### config.mk
export PLATFORM = sky130hd
export DESIGN_NAME = keccak_rc_seq
export DESIGN_NICKNAME = d
export VERILOG_FILES = /design/src/rtl/keccak_rc_seq.sv
export SDC_FILE = /design/constraint.sdc
export NUM_CORES = 1
export LEC_CHECK = 0
export BUFFER_PORTS_ARGS = -buffer_cell sky130_fd_sc_hd__buf_4
export CORE_MARGIN = 3
export CORE_UTILIZATION = 29
export DETAILED_ROUTE_END_ITERATION = 16
export PLACE_DENSITY_LB_ADDON = 0.1
export SLEW_MARGIN = 20
export SYNTH_ARGS = -nofsm -noshare
export SYNTH_HDL_FRONTEND = slang
export SYNTH_SLANG_ARGS = --single-unit
### constraint.sdc
create_clock -name clk -period 3.83 [get_ports clk]
set_input_delay 0.766 -clock clk [delete_from_list [all_inputs] [get_ports clk]]
set_output_delay 0.766 -clock clk [all_outputs]
set_load 0.05 [all_outputs]
### src/rtl/keccak_rc_seq.sv
// ============================================================================
// Module   : keccak_rc_seq
// Purpose  : Sequencer that emits one Keccak iota round constant per round.
// Revision : 1.0
// ============================================================================
`default_nettype none

module keccak_rc_seq #(
  parameter int L  = 6,
  parameter int NR = 12 + 2 * L
) (
  input  logic              clk,
  input  logic              rst,
  input  logic              start,
  input  logic [4:0]        first_round,
  input  logic              step,
  output logic [2**L-1:0]   rc,
  output logic              rc_valid,
  output logic [4:0]        round_idx,
  output logic              last,
  output logic              busy,
  output logic              done,
  output logic              err
);

  localparam int W = 2 ** L;

  localparam logic [1:0] c_IDLE = 2'd0;
  localparam logic [1:0] c_SEEK = 2'd1;
  localparam logic [1:0] c_RUN  = 2'd2;

  localparam logic [4:0] c_NR_M1 = 5'(NR - 1);

  // One step of the FIPS 202 rc(t) LFSR, bit 0 being the output bit.
  function automatic logic [7:0] lfsr_step(input logic [7:0] s);
    logic [7:0] n;
    n = {s[6:0], 1'b0};
    if (s[7]) n = n ^ 8'h71;
    return n;
  endfunction

  function automatic logic [7:0] lfsr_adv7(input logic [7:0] s);
    logic [7:0] n;
    n = s;
    for (int k = 0; k < 7; k++) n = lfsr_step(n);
    return n;
  endfunction

  logic [1:0] r_state;
  logic [1:0] w_state_nxt;
  logic [4:0] r_round;
  logic [4:0] r_first;
  logic       r_done;
  logic       r_err;
  logic [7:0] r_lane     [0:L];
  logic [7:0] w_lane_adv [0:L];

  logic w_fr_ok;
  logic w_at_last;
  logic w_seek_hit;

  assign w_fr_ok    = (first_round <= c_NR_M1);
  assign w_at_last  = (r_round == c_NR_M1);
  assign w_seek_hit = ((r_round + 5'd1) == r_first);

  generate
    for (genvar j = 0; j <= L; j++) begin : g_lane
      assign w_lane_adv[j] = lfsr_adv7(r_lane[j]);
    end
  endgenerate

  always_ff @(posedge clk) begin
    if (rst) r_state <= c_IDLE;
    else     r_state <= w_state_nxt;
  end

  always_comb begin
    w_state_nxt = r_state;
    case (r_state)
      c_IDLE: if (start && w_fr_ok) w_state_nxt = (first_round == 5'd0) ? c_RUN : c_SEEK;
      c_SEEK: if (w_seek_hit) w_state_nxt = c_RUN;
      c_RUN:  if (step && w_at_last) w_state_nxt = c_IDLE;
      default: w_state_nxt = c_IDLE;
    endcase
  end

  // Lanes are reseeded on every accepted start, so lane j always holds rc(j+7*round).
  always_ff @(posedge clk) begin
    if (rst) begin
      r_round <= 5'd0;
      r_first <= 5'd0;
      r_done  <= 1'b0;
      r_err   <= 1'b0;
      for (int j = 0; j <= L; j++) r_lane[j] <= 8'(1 << j);
    end else begin
      r_done <= 1'b0;
      r_err  <= 1'b0;
      case (r_state)
        c_IDLE: begin
          if (start) begin
            if (w_fr_ok) begin
              r_round <= 5'd0;
              r_first <= first_round;
              for (int j = 0; j <= L; j++) r_lane[j] <= 8'(1 << j);
            end else begin
              r_err <= 1'b1;
            end
          end
        end
        c_SEEK: begin
          r_round <= r_round + 5'd1;
          for (int j = 0; j <= L; j++) r_lane[j] <= w_lane_adv[j];
        end
        c_RUN: begin
          if (step) begin
            if (w_at_last) begin
              r_round <= 5'd0;
              r_done  <= 1'b1;
            end else begin
              r_round <= r_round + 5'd1;
              for (int j = 0; j <= L; j++) r_lane[j] <= w_lane_adv[j];
            end
          end
        end
        default: r_round <= 5'd0;
      endcase
    end
  end

  always_comb begin
    rc        = '0;
    rc_valid  = (r_state == c_RUN);
    busy      = (r_state == c_SEEK) || (r_state == c_RUN);
    last      = rc_valid && w_at_last;
    round_idx = r_round;
    done      = r_done;
    err       = r_err;
    if (r_state == c_RUN) begin
      for (int j = 0; j <= L; j++) rc[(1 << j) - 1] = r_lane[j][0];
    end
  end

  logic [W-1:0] w_unused_w;
  assign w_unused_w = '0;

endmodule

`default_nettype wire

### Word level (Yosys, flattened, before mapping)

Memory sizes are Yosys's and may differ from the RTL's.
Index checks and enable logic that the tools add are counted.

* bits in registers: 14
* bits in latches: 0
* bits in writable memories: 56
* ROM bits: 0
* bits of input ports: 9
* output and inout bits: 74
* word-level logic and storage cells: 206
* memories kept: 1

* add/subtract/negate cells: 1
* multiply operators: 0
* div/mod/pow operators: 0
* magnitude comparators: 1
* equality and inequality tests: 10
* shift operators: 0
* muxes and demuxes: 103
* bitwise operators: 74
* reductions and logical operators: 11

Memories
* r_lane: depth 7, bits a word 8, rd ports 7, clocked after memory_dff 0, write ports 7, RTL line 55 `logic [7:0] r_lane [0:L];`

Operator list (count)
* 7-bit 2-to-1 mux: 49
* 4-bit NOT: 49
* 8-bit 2-to-1 mux: 21
* 1-bit 2-to-1 mux: 22
* 1-bit OR: 21
* 5-bit 2-to-1 mux: 4
* 5-bit case mux with 3 select lines: 1
* 2-bit 2-to-1 mux: 5
* 2-bit != test, second input constant: 5
* 3-bit AND reduction: 3
* 2-bit case mux with 3 select lines: 1
* 3-bit OR reduction: 2
* 5-bit by 1-bit adder with 5-bit output, second input constant: 1
* 5-bit == test: 1
* 5-bit == test, second input constant: 1
* 5-bit <= comparator, second input constant: 1
* 5-bit zero test: 1
* 1-bit NOT: 4
* 1-bit logical AND: 3
* 2-bit by 1-bit == test with 1-bit output, second input constant: 1
* 2-bit == test, second input constant: 1
* 2-bit zero test: 1
* 2-bit by 1-bit != test with 1-bit output, second input constant: 1
* 1-bit logical OR: 1

### Depth between registers and ports, before layout

Gate-level depths: netlist of run 1.
An unclocked memory read counts as a cell.

* depth after elaboration: 17
* depth in mapped cells: 8
* gate-level depth less buffers: 7

### Least setup slack after synthesis of run 1

No wires, ideal clock.

* path type: register to output
* start: register r_round[0] (netlist: round_idx[0])
* end: output port last
* data arrival time: 1953 ps
* data required time: 3064 ps
* setup slack: 1111 ps
* cell stages (with the launch flop): 4
* buffers on the path: 0
* path through: dfxtp_1 > ha_1 > nand4b_2 > nor2_1

* cells in the longest elaborated chain, start to end: 2

Ends and longest elaborated chain
* from (decl): RTL line 51 `logic [4:0] r_round;`
* from (signal assigned): RTL line 111 `r_round <= r_round + 5'd1;`
* from (signal assigned): RTL line 120 `r_round <= r_round + 5'd1;`
* 5-bit == test: RTL line 63 `assign w_at_last = (r_round == c_NR_M1);`
* 1-bit logical AND: RTL line 134 `last = rc_valid && w_at_last;`
* to (decl): RTL line 20 `output logic last,`

No other way between the ends.

### Final worst setup path of run 1

* start: register r_state[0]
* end: output port last

* cells in the longest elaborated chain, start to end: 2

Ends and longest elaborated chain
* from (decl): RTL line 49 `logic [1:0] r_state;`
* from (signal assigned): RTL line 73 `if (rst) r_state <= c_IDLE;`
* from (signal assigned): RTL line 74 `else r_state <= w_state_nxt;`
* 2-bit == test: RTL line 132 `rc_valid = (r_state == c_RUN);`
* 1-bit logical AND: RTL line 134

No other way between the ends.

==> results by stage, run 1 <==
Status:
- The flow ran to the end, and the final reports show no timing, DRC or antenna violations.

Clocking:
- The maximum buffer depth of the clock tree is 2.
- The CTS tree is done.
- Clock tree synthesis inserted a total of 9 buffers.
- After clock tree synthesis, the clock-pin slew on the worst setup and hold paths is 0.06 ns.
- Gates resized during post-CTS repair numbered 0.
- The number of setup buffers added after CTS is 0.
- At the later pin of the worst-skew pair, clock insertion delay measures approximately 0.33 ns.
- The tree is rooted in a sky130_fd_sc_hd__clkbuf_16.
- For this design, the CTS-stage hold fixing added 0 buffers.
- For this design, the sink count on the clock tree is 70.
- In this run the number of H-tree levels came out at 3.

Logic synthesis:
- The post-synthesis instance area is between 4000 and 5000 µm².
- The Yosys warning count is 0.
- Counting flops with a built-in enable in the synthesized netlist gives 56.
- The cell taking the most area after synthesis is sky130_fd_sc_hd__edfxtp_1.
- A synthesized cell averages approximately 11 µm².
- The proportion of register bits with asynchronous set or reset after synthesis is 0.
- The synthesized design contains 70 register bits.
- The cell count after synthesis is about 400.
- The most used flip-flop cell after synthesis is sky130_fd_sc_hd__edfxtp_1.
- Of the synthesized area, sequential elements account for 0.4598.
- The number of distinct library cell variants in the gate-level netlist after synthesis is 39.
- The portion of synthesized cell area occupied by the leading cell type is 0.3941.
- Yosys attributes the largest share of cell area to sky130_fd_sc_hd__edfxtp_1 (39%), sky130_fd_sc_hd__xnor2_1 (17%), sky130_fd_sc_hd__buf_4 (10%).

Floorplan:
- From bottom edge to top edge, the die measures 127.3 µm.
- The initial cell density of the core is 0.3015.
- The horizontal die dimension is 127.3 µm.
- The initialized floorplan defines 43 standard-cell rows.
- The placeable core region is 14150 µm².
- The die area is around 16000 µm².
- The count of pins on the block boundary is 83.

Global routing:
- The global routing's busiest layer is met2.
- The initial antenna violation count is 0.
- Summed over all layers, the global routing overflow is 0.
- The first global-routing pass estimated 12280 µm of wire.
- Across every metal layer, demand over resource in global routing totals 0.09683.
- Entering global routing, the biggest net connects 33 pins.
- The met2 capacity usage during global routing is 0.1462.
- For met1 alone, demand over resource in global routing was 0.1297.
- In the global route stage, met3 resource usage came out at 0.03512.
- The number of global-route vias before repair is 2456.

Route:
- In the routed layout, each cell is associated on average with a via count of roughly 4.
- The first detailed-routing pass took 4 iterations.
- The total routed wirelength is 7585 µm.
- Once detail routing completed, the nets flagged for antenna violations numbered 0.
- Across all layers, the routed design uses about 2.5k vias.
- The total DRC errors in the routed layout is 0.
- After detailed routing, the average wire length per cell comes to 12.29 µm.
- For this block, the initial DRC count from the detailed router was ~110.

Layout:
- The net count of the finished layout is approximately 450.
- The layout filler cell count is 1412.
- The repair_antennas step left the layout with diodes totalling 0.
- The synthesis-to-finish area growth is 10.73%.
- The layout cell share with drive strength beyond 1 is 0.1076.

Power:
- The register share of total power is 0.337.
- In this run the power density over the cells is approximately 930 nW/µm².
- Of the total power, the clock network draws 0.189.
- The portion of total power attributed to combinational logic is 0.474.
- The cell-internal power is roughly 2.7 mW.
- The reported leakage power is 1.851 nW.
- For this design the total switching power over the nets is 1.712 mW.
- The share of total power consumed by net switching is 0.3899.
- VDD sags by at most 261.4 µV.

Timing:
- The total negative slack for setup checks is 0 ns.
- Setup repair after global routing left no endpoint under its margin.
- The tightest hold path in the finished design has a slack of 0.4946 ns.
- The measured slew at the worst slew-check pin is 0.7079 ns.
- Headroom to the max-slew limit came out at 0.5281.
- Between clock sinks in the finished design, the worst skew comes to 0.003560 ns.
- The final critical delay including setup and external delays is 2.628 ns.
- The count of final max-slew check failures is 0.
- The top achievable clock speed is about 380 MHz.
- Setup violations remaining at the end of the flow were counted as 0.
- The hold violation total from the final report is 0.
- In the finished design, the share of the clock period the worst path needs comes to 0.6861.

Setup path:
- The setup slack of the most critical reg-to-reg path is about 1.5 ns.
- STA puts the critical path data arrival time at 1.86 ns.
- The required time at the endpoint of the critical path is slightly above 3 ns.
- Along the worst path, the maximum fanout reaches 15.
- The type of the worst setup path is reg -> out.
- STA classifies the critical path startpoint as a flop.
- The nature of the critical path endpoint is an output pin.

Placement:
- The final weighted congestion in routability-driven placement is 0.7098.
- After legalization and detailed placement, the total HPWL measured 5207 µm.
- During placement, the flow inserted port buffers numbering 25.

Hold path:
- The path category of the worst min-delay check is reg -> reg.

Run:
- Across the run, the number of max-cap violations was 0.
==> cells by family after synthesis <==
| group | count (synthesis) | share of synthesized area |
|---|---|---|
| mux | 4 | 0.009678 |
| buf+inv | 70 | 0.1152 |
| other cells | 1 | 0.0008789 |
| flops | 70 | 0.4598 |
| fa+ha+maj | 4 | 0.01173 |
| xor+xnor | 119 | 0.2443 |
| compound gates | 20 | 0.03431 |
| simple gates | 115 | 0.1240 |
==> layer usage <==
metal / vias up / wire length [µm]
li1: 1260 / -
met1: 1133 / 3720
met2: 59 / 3378
met3: 6 / 380
met4: 0 / 105
met5: - / 0
==> power groups by stage <==
stage | logic, mW | registers (mW) | clock network (mW)
5_1_grt | 2.33 | 1.53 | 0.892
4_1_cts | 2.10 | 1.49 | 0.860
3_3_place_gp | 2.10 | 1.51 | 0
3_5_place_dp | 2.08 | 1.50 | 0
2_1_floorplan | 1.85 | 1.45 | 0
6_report | 2.08 | 1.48 | 0.828
==> worst paths after layout <==
check	from	to	cells after the start
setup / recovery	r_state[0]	last	5
hold reg to reg	r_state[0]	r_state[0]	2
hold / removal	r_state[0]	r_state[0]	2
setup reg to reg	round_idx[0]	r_lane[5][1]	6
==> cell type report <==
| type | count | area (µm²) | share of cell area |
|---|---|---|---|
| sequential | 70 | 1962 | 0.4153 |
| clock buffer | 11 | 242.7 | 0.05138 |
| multi-input combinational | 319 | 2023 | 0.4282 |
| clock inverter | 5 | 50.05 | 0.01059 |
| tap | 180 | 225.2 | 0.04767 |
| timing repair buffer | 27 | 202.7 | 0.04290 |
| inverter | 5 | 18.77 | 0.003972 |
==> sequential cells by signal, indices dropped and copies added, names as in the netlist <==
register,flops
r_state,2
round_idx,5
r_first,5
r_lane,56
err,1
done,1
==> worst max-delay path, cell delays in order (launching register included) <==
cell	delay, ns
sky130_fd_sc_hd__dfxtp_1	0.32
sky130_fd_sc_hd__inv_1	0.08
sky130_fd_sc_hd__ha_1	0.62
sky130_fd_sc_hd__inv_1	0.09
sky130_fd_sc_hd__nor2_1	0.19
sky130_fd_sc_hd__buf_4	0.23
==> cells in the final DEF (no fill, tap or decap), drive strengths merged, types with 2 or more instances in the layout <==
cell	count
a21oi	8
and2	10
buf	27
clkbuf	11
clkinv	4
conb	57
dfxtp	14
edfxtp	56
ha	4
inv	5
mux2i	3
nand2	20
nand2b	4
nand3	4
nor2	60
nor3	4
nor3b	3
o21ai	7
or4	2
xnor2	81
xor2	38
==> cell usage after synthesis, drive strengths merged (5+ instances only) <==
| cell type | n |
|---|---|
| inv | 5 |
| nand2 | 20 |
| buf | 62 |
| a21oi | 8 |
| xnor2 | 81 |
| nor2 | 60 |
| edfxtp | 56 |
| and2 | 10 |
| dfxtp | 14 |
| o21ai | 7 |
| xor2 | 38 |
==> metrics by stage <==
step	cell area (µm²)	cells	util	power, mW	worst slack (ns)
finish	4725	617	0.3339	4.389	1.202
global route	4725	617	0.3339	4.744	1.028
CTS	4725	617	0.3339	4.452	1.097
detailed placement	4432	601	0.3132	3.577	1.469
global placement	4432	601	0.3132	3.607	1.471
floorplan	4477	459	-	3.293	1.111
Note: power is estimated with default switching activity, not from simulation.
==> inputs of run 2 (changes only) <==
clock period = 2.7 ns   (was 3.83 ns; I/O delays follow)
==> run 2 against run 1 <==
Clock skew up 0.0034 ns; worst setup slack worse by 0.76 ns; sequential share of layout area up 0.11 points; largest cell class unchanged; final cell count up 0.49%; core utilization down 0.088 points; die area unchanged; hold slack worse by 0.028 ns; design area down 0.26%; highest routed layer unchanged; critical path depth down 1; clock power up 26%; combinational power up 41%; clock-buffer cell count down 1.
==> results by stage, run 2 (synthesis gave the netlist of run 1 again) <==
Route:
- After detailed routing, the average wire length per cell comes to 12.35 µm.
- The total routed wirelength is 7654 µm.
- The routed layout has 2525 vias.
- The highest layer touched by signal routing is met4.
- The length of routed met2 wiring is 3533 µm.
- The number of nets with antenna violations after detailed routing is 0.
- The wire length on met1 is 3646 µm.
- Using the TritonRoute via totals, the vias-per-cell ratio works out to 4.073.
- The total DRC errors in the routed layout is 0.
- The total iterations of the first detailed-routing run is 4.
- The first routing iteration left 158 violations.
- Detailed routing placed a total of 345 µm of wire on met3.

Layout:
- The antenna diode instance count is 0.
- The flip-flop count of the largest register, all copies and words added is 56.
- The filler cells instantiated in the layout total between 1k and 1.5k.
- The flip-flop and latch area is 1962 µm².
- The library cells used most frequently in the layout, excluding fill and tap cells, are sky130_fd_sc_hd__xnor2_1 (81), sky130_fd_sc_hd__nor2_1 (60), sky130_fd_sc_hd__conb_1 (57), sky130_fd_sc_hd__edfxtp_1 (56), sky130_fd_sc_hd__xor2_1 (38).
- The area of the multi-input gates is 2023 µm².
- Of the cells placed in the final design, the portion with a size suffix greater than 1 is 0.1068.
- The post-route standard cell area excluding fillers is between 4000 and 5000 µm².
- The count of cells in the finished layout, fillers not included, comes to 620.
- The layout net count is ~450.
- The library cell used most frequently in the layout, excluding fill and tap cells, is sky130_fd_sc_hd__xnor2_1.
- Once layout is complete, the utilization of the core stands at 0.3330.
- From synthesis to final layout, the design area changed by 10.44%.
- The top register by number of flip-flops is r_lane.

Clocking:
- The level count of the clock H-tree is 3.
- The CTS tree is done.
- The number of buffers created by CTS is 9.
- The number of hold buffers added after CTS was 0.
- In this run the deepest clock path goes through 2 buffers.
- The root buffer cell chosen for the clock tree is sky130_fd_sc_hd__clkbuf_16.
- Buffers added to address setup during post-CTS repair amount to 0.
- The register clock-pin slew on the reported worst setup and hold paths is approximately 0.050 ns.
- The number of sinks driven by the clock tree is 70.
- For the worst-skew pair, the clock arrives at the later sink with an insertion delay of 0.33 ns.
- The count of instances resized after the clock tree is built is 0.

Power:
- The power per cell area is 1293 nW/µm².
- The largest vdd supply drop is 382.8 µV.
- The reported leakage power is 1.842 nW.
- After layout, the design draws a total of 6.091 mW.

Timing:
- Based on the critical path, the design can be clocked at up to 442.2 MHz.
- Of the available clock period, the critical path in the final layout requires 0.8377.
- The minimum setup slack in the final design is 0.4383 ns.
- The final critical delay including setup and external delays is between 2 and 2.5 ns.
- The hold violation total from the final report is 0.
- The maximum clock skew at final layout is ~0.0069 ns.
- The worst hold margin is around 0.47 ns.
- For the final routed database, the setup TNS stands at 0 ns.
- The count of final max-slew check failures was 0.
- The final-report setup violation count is 0.
- Setup repair after global routing left no endpoint under its margin.

Floorplan:
- The number of rows in the core area is 43.
- During I/O placement, the number of pins put on the boundary was 83.
- The initial cell density of the core is 0.3015.
- The placeable core region is 14150 µm².
- The horizontal die dimension is 127.3 µm.
- The die area is between 15000 and 20000 µm².
- From bottom edge to top edge, the die measures 127.3 µm.

Global routing:
- The maximum number of pins on one net before global-route repair is 40.
- The total congestion overflow after global routing is 0.
- The first global-routing pass estimated 12730 µm of wire.
- The number of global-route vias before repair is between 2k and 3k.
- The all-layer global routing usage is 0.09932.
- The initial antenna violation count is 0.

Setup path:
- STA classifies the critical path endpoint as an output pin.
- The worst register-to-register path ends at r_lane[6][2].
- The worst setup path is launched from a flop.
- The required time at the endpoint of the critical path is ~2.2 ns.
- The start point of the critical path is round_idx[0].
- For the worst setup path, the data arrival time is 1.72 ns.
- The type of the worst setup path is reg -> out.
- The number of cells on the worst reg-to-reg path is 6.
- The start of the worst register-to-register path is round_idx[0].
- Along the worst path, the maximum fanout reaches 5.
- The setup slack of the most critical reg-to-reg path is 0.60 ns.
- In this run the worst setup path terminates at last.

Placement:
- The instance area after placement is 4454 µm².
- The setup slack at placement is 0.5744 ns.
- The final weighted congestion in routability-driven placement is between 0.7 and 0.8.
- The number of I/O port buffers is 25.
- The placed instance count is about 600.
- The wire-length estimate of the detail-placed layout is 5315 µm.

Hold path:
- The startpoint identified for the worst hold timing path is first_round[1].
- The path category of the worst min-delay check is in -> reg.

Run:
- The number of max-capacitance violations reported is 0.

Status:
- The run finished with clean final reports.
## run 2: where the power goes
| group | total, mW | switching (mW) | internal [mW] |
|---|---|---|---|
| Sequential | 2.11 | 0.419 | 1.69 |
| Combinational | 2.93 | 1.55 | 1.38 |
| Clock | 1.04 | 0.436 | 0.609 |
| Total | 6.09 | 2.41 | 3.69 |
## run 2: routing by layer
metal	vias to the layer above	global-route usage
met4	0	0.04543
li1	1264	-
met1	1191	0.1338
met2	61	0.1508
met5	-	0
met3	9	0.02383
## run 2: worst min-delay path by stage
stage | cells after the start | endpoint | slack (ns)
floorplan | 2 | r_state[0] | 0.47
global placement | 2 | r_state[0] | 0.48
detailed placement | 2 | round_idx[1] | 0.49
CTS | 3 | r_first[0] | 0.46
global route | 3 | err | 0.48
finish | 3 | r_first[1] | 0.47
## run 2: cell type report
cell class / instances / area share
Timing Repair Buffer: 30 / 0.04780
Tap cell: 180 / 0.04780
Clock buffer: 10 / 0.04859
Sequential cell: 70 / 0.4164
Inverter: 5 / 0.003983
Multi-Input combinational cell: 319 / 0.4294
Clock inverter: 6 / 0.006107
## run 2: worst max-delay path: stages (launching register included)
cell	delay, ns
sky130_fd_sc_hd__dfxtp_1	0.41
sky130_fd_sc_hd__ha_1	0.29
sky130_fd_sc_hd__nand4b_2	0.22
sky130_fd_sc_hd__nor2_1	0.23
sky130_fd_sc_hd__buf_4	0.24
==> inputs of run 3 (changes only) <==
ABC_AREA = 1   (was unset)
clock period = 1.88 ns   (was 2.7 ns; I/O delays follow)
==> run 3 against run 2 <==
Critical path depth up 1; register-to-register slack worse by 0.46 ns; via count up 51%; synthesized cell count up 60%; clock skew up 0.0025 ns.
==> results by stage, run 3 <==
Logic synthesis:
- The most numerous cell in the Yosys netlist is sky130_fd_sc_hd__nand2_1.
- Counting flops with a built-in enable in the synthesized netlist gives 56.
- The cell area that synthesis handed to floorplanning was 5091 µm².
- The share of the yosys chip area belonging to registers is 0.3854.
- The number of register bits inferred by synthesis is 70.
- The cell count after synthesis is 646.
- By area the synthesized netlist is led by sky130_fd_sc_hd__edfxtp_1 (33%), sky130_fd_sc_hd__nand2_1 (13%), sky130_fd_sc_hd__buf_4 (8.6%).
- sky130_fd_sc_hd__edfxtp_1 takes more of the synthesized area than any other cell.
- A synthesized cell averages about 7.9 µm².
- Among all flip-flop cells after synthesis, the most frequent one is sky130_fd_sc_hd__edfxtp_1.
- After synthesis, the netlist uses 34 different library cells.
- The commonest cells after synthesis are sky130_fd_sc_hd__nand2_1 (178), sky130_fd_sc_hd__inv_1 (81), sky130_fd_sc_hd__buf_4 (58).
- The portion of synthesized cell area occupied by the leading cell type is 0.3303.
- The Yosys warning count is 0.
- For this run, asynchronously set or reset flops after synthesis account for 0.

Timing:
- The hold violation total from the final report is 0.
- Clock skew on the completed layout was measured at 0.009489 ns.
- The clock period could shrink to around 1.8 ns.
- Setup violations remaining at the end of the flow were counted as 0.
- The post-route fraction of the period consumed by the critical path is 0.9470.
- Setup repair after global routing could not meet its margin everywhere.
- The count of final max-slew check failures is 0.
- For this run, the top clock speed supported by timing is 561.7 MHz.

Clocking:
- Counting the buffers created by CTS gives 9.
- The clock passes through at most 2 buffers.
- The register clock-pin slew on the reported worst setup and hold paths is roughly 0.060 ns.
- In this run, post-CTS hold repair placed 0 buffers.
- The number of sinks driven by the clock tree is 70.
- The cell at the root of the clock tree is sky130_fd_sc_hd__clkbuf_16.
- At the later pin of the worst-skew pair, clock insertion delay measures 0.34 ns.
- The level count of the clock H-tree is 3.
- The CTS tree is done.

Floorplan:
- The die area is 19180 µm².
- The placeable core region is 16880 µm².
- For this configuration, the core starts out at a cell density of 0.3017.
- The floorplan step set the die width to 138.5 µm.
- The die extent in y is about 140 µm.
- The count of pins on the block boundary is 83.
- The number of rows in the core area is 47.

Global routing:
- After global routing the overflow that remains totals 0.
- The all-layer global routing usage is 0.1131.
- The first global-routing pass estimated roughly 18000 µm of wire.
- The initial antenna violation count is 0.
- The number of global-route vias before repair is 3693.
- Entering global routing, the biggest net connects 27 pins.

Hold path:
- The startpoint identified for the worst hold timing path is rst.
- The worst hold path terminates at round_idx[1].
- The worst hold path was traced through 2 stages.
- The path category of the worst min-delay check is in -> reg.

Placement:
- The number of I/O port buffers is 25.
- The placed wire-length estimate is 7967 µm.
- The placed instance count is 896.
- The final weighted congestion in routability-driven placement is 0.7962.

Layout:
- The flip-flop count of the largest register, all copies and words added is between 50 and 60.
- The layout net count is ~700.
- Compared with the post-synthesis result, the final layout area differs by 17.30%.
- Fill cells in the final layout number 1766.
- The area of the multi-input gates is between 2000 and 3000 µm².
- The commonest non-fill, non-tap cell in the layout is sky130_fd_sc_hd__nand2_1.
- Of the cells placed in the final design, the portion with a size suffix greater than 1 is 0.1842.
- At the end of the flow the core is filled with cells to 0.3538.
- The antenna diode instance count is 0.
- In the layout the commonest cells are sky130_fd_sc_hd__nand2_1 (175), sky130_fd_sc_hd__inv_1 (78), sky130_fd_sc_hd__conb_1 (57), sky130_fd_sc_hd__edfxtp_1 (56), sky130_fd_sc_hd__nor2_1 (45).
- In the final layout, flip-flops and latches occupy roughly 2000 µm².
- The finished layout holds 915 standard cells, fillers aside.
- The top register by number of flip-flops is r_lane.

Setup path:
- Of all nets on the critical path, the largest fanout is 5.
- Data arrives at the worst endpoint at 1.40 ns.
- The number of cells on the worst reg-to-reg path is 11.
- The worst setup path is launched from a flop.
- The library cell contributing the largest single delay on the critical path is sky130_fd_sc_hd__dfxtp_4.
- The setup slack of the most critical reg-to-reg path is 0.14 ns.
- The endpoint of the lowest-slack register-to-register path is r_lane[1][6].
- STA classifies the critical path endpoint as an output pin.
- Walking the worst path, the cells encountered are ha_4, nand4_1, buf_4, nor2_4, buf_6.
- The type of the worst setup path is reg -> out.
- The maximum single-stage delay on the critical path is approximately 0.38 ns.
- The required time at the endpoint of the critical path is 1.50 ns.
- The worst register-to-register path begins at r_lane[1][7].

Run:
- The number of max-capacitance violations reported is 0.

Route:
- The total DRC errors in the routed layout is 0.
- For this run, the detailed router's first-pass iteration total came to 4.
- The vias after detailed routing is around 3.8k.
- The detailed router finished its first iteration with 173 violations.
- After detailed routing, the number of vias per cell comes to 4.155.
- The count of nets left with antenna violations once routing finished came out at 0.
- The average routed wire per standard cell is 11.72 µm.
- The total routed wirelength is 10720 µm.

Status:
- The run finished with clean final reports.
run 3: changes by cell type after synthesis, sizes merged, moves of 7 or more:
cell	before	now
inv	5	88
nand2	20	192
xnor2	81	40
nor2	60	50
and2	10	0
a21oi	8	28
nand3	4	35
o21ai	7	14
run 3: per-layer routing:
layer	GRT usage	up-vias	share of wire
met5	0	-	0
met4	0.04212	0	0.013
met3	0.03004	13	0.045
met2	0.1906	85	0.49
met1	0.1390	1723	0.45
li1	-	1981	-
run 3: kinds of logic after synthesis:
group,count (synthesis),share of synthesized area
compound gates,45,0.04645
other cells,1,0.0007366
xor+xnor,78,0.1548
buf+inv,154,0.1575
fa+ha+maj,4,0.009831
flops,70,0.3854
simple gates,294,0.2453
run 3: worst max-delay path by stage:
stage | endpoint | start | slack, ns | cells past startpoint
floorplan | r_lane[1][0] | round_idx[0] | -0.01 | 9
global placement | r_lane[1][5] | r_lane[1][7] | 0.06 | 11
detailed placement | r_lane[3][6] | r_state[1] | 0.04 | 7
CTS | rc[31] | r_state[0] | 0.01 | 6
global route | r_lane[3][4] | r_lane[3][7] | -0.0005 | 8
finish | last | round_idx[1] | 0.1 | 5
run 3: repair_timing:
action                     4_1_cts  5_1_grt
buffers inserted                 0        3
resized for setup                1       26
hold endpoints to repair         0        0
setup endpoints to repair        5       82
pin swaps                        0        3
run 3: metrics by stage:
| stage | hold WS (ns) | worst slack, ns | TNS, ns | area (µm²) |
|---|---|---|---|---|
| 3_5_place_dp | 0.4698 | 0.03712 | 0 | 5512 |
| 5_1_grt | 0.2622 | -0.0004681 | -0.0004681 | 5972 |
| 4_1_cts | 0.2544 | 0.01210 | 0 | 5854 |
| 2_1_floorplan | 0.4441 | -0.01128 | -0.2708 | 5393 |
| 6_report | 0.2694 | 0.09967 | 0 | 5972 |
| 3_3_place_gp | 0.4599 | 0.05866 | 0 | 5512 |
run 3: cell type report:
cell class	instances	share of cell area
Clock inverter	6	0.01844
Clock buffer	10	0.03834
Inverter	88	0.05615
Sequential cell	70	0.3310
Multi-Input combinational cell	478	0.4484
Timing Repair Buffer	43	0.06160
Tap cell	220	0.04609
run 3: critical path, delay by kind of cell, from the launching register on:
kind	cells	cell delay [ns]
and+or+nand+nor	2	0.20
DFF	1	0.38
adders and majority gates	1	0.15
buffers and inverters	2	0.34
Power of run 3 is not shown: default switching activity piles up to over one toggle a cycle in this logic, so the estimate is an artifact.
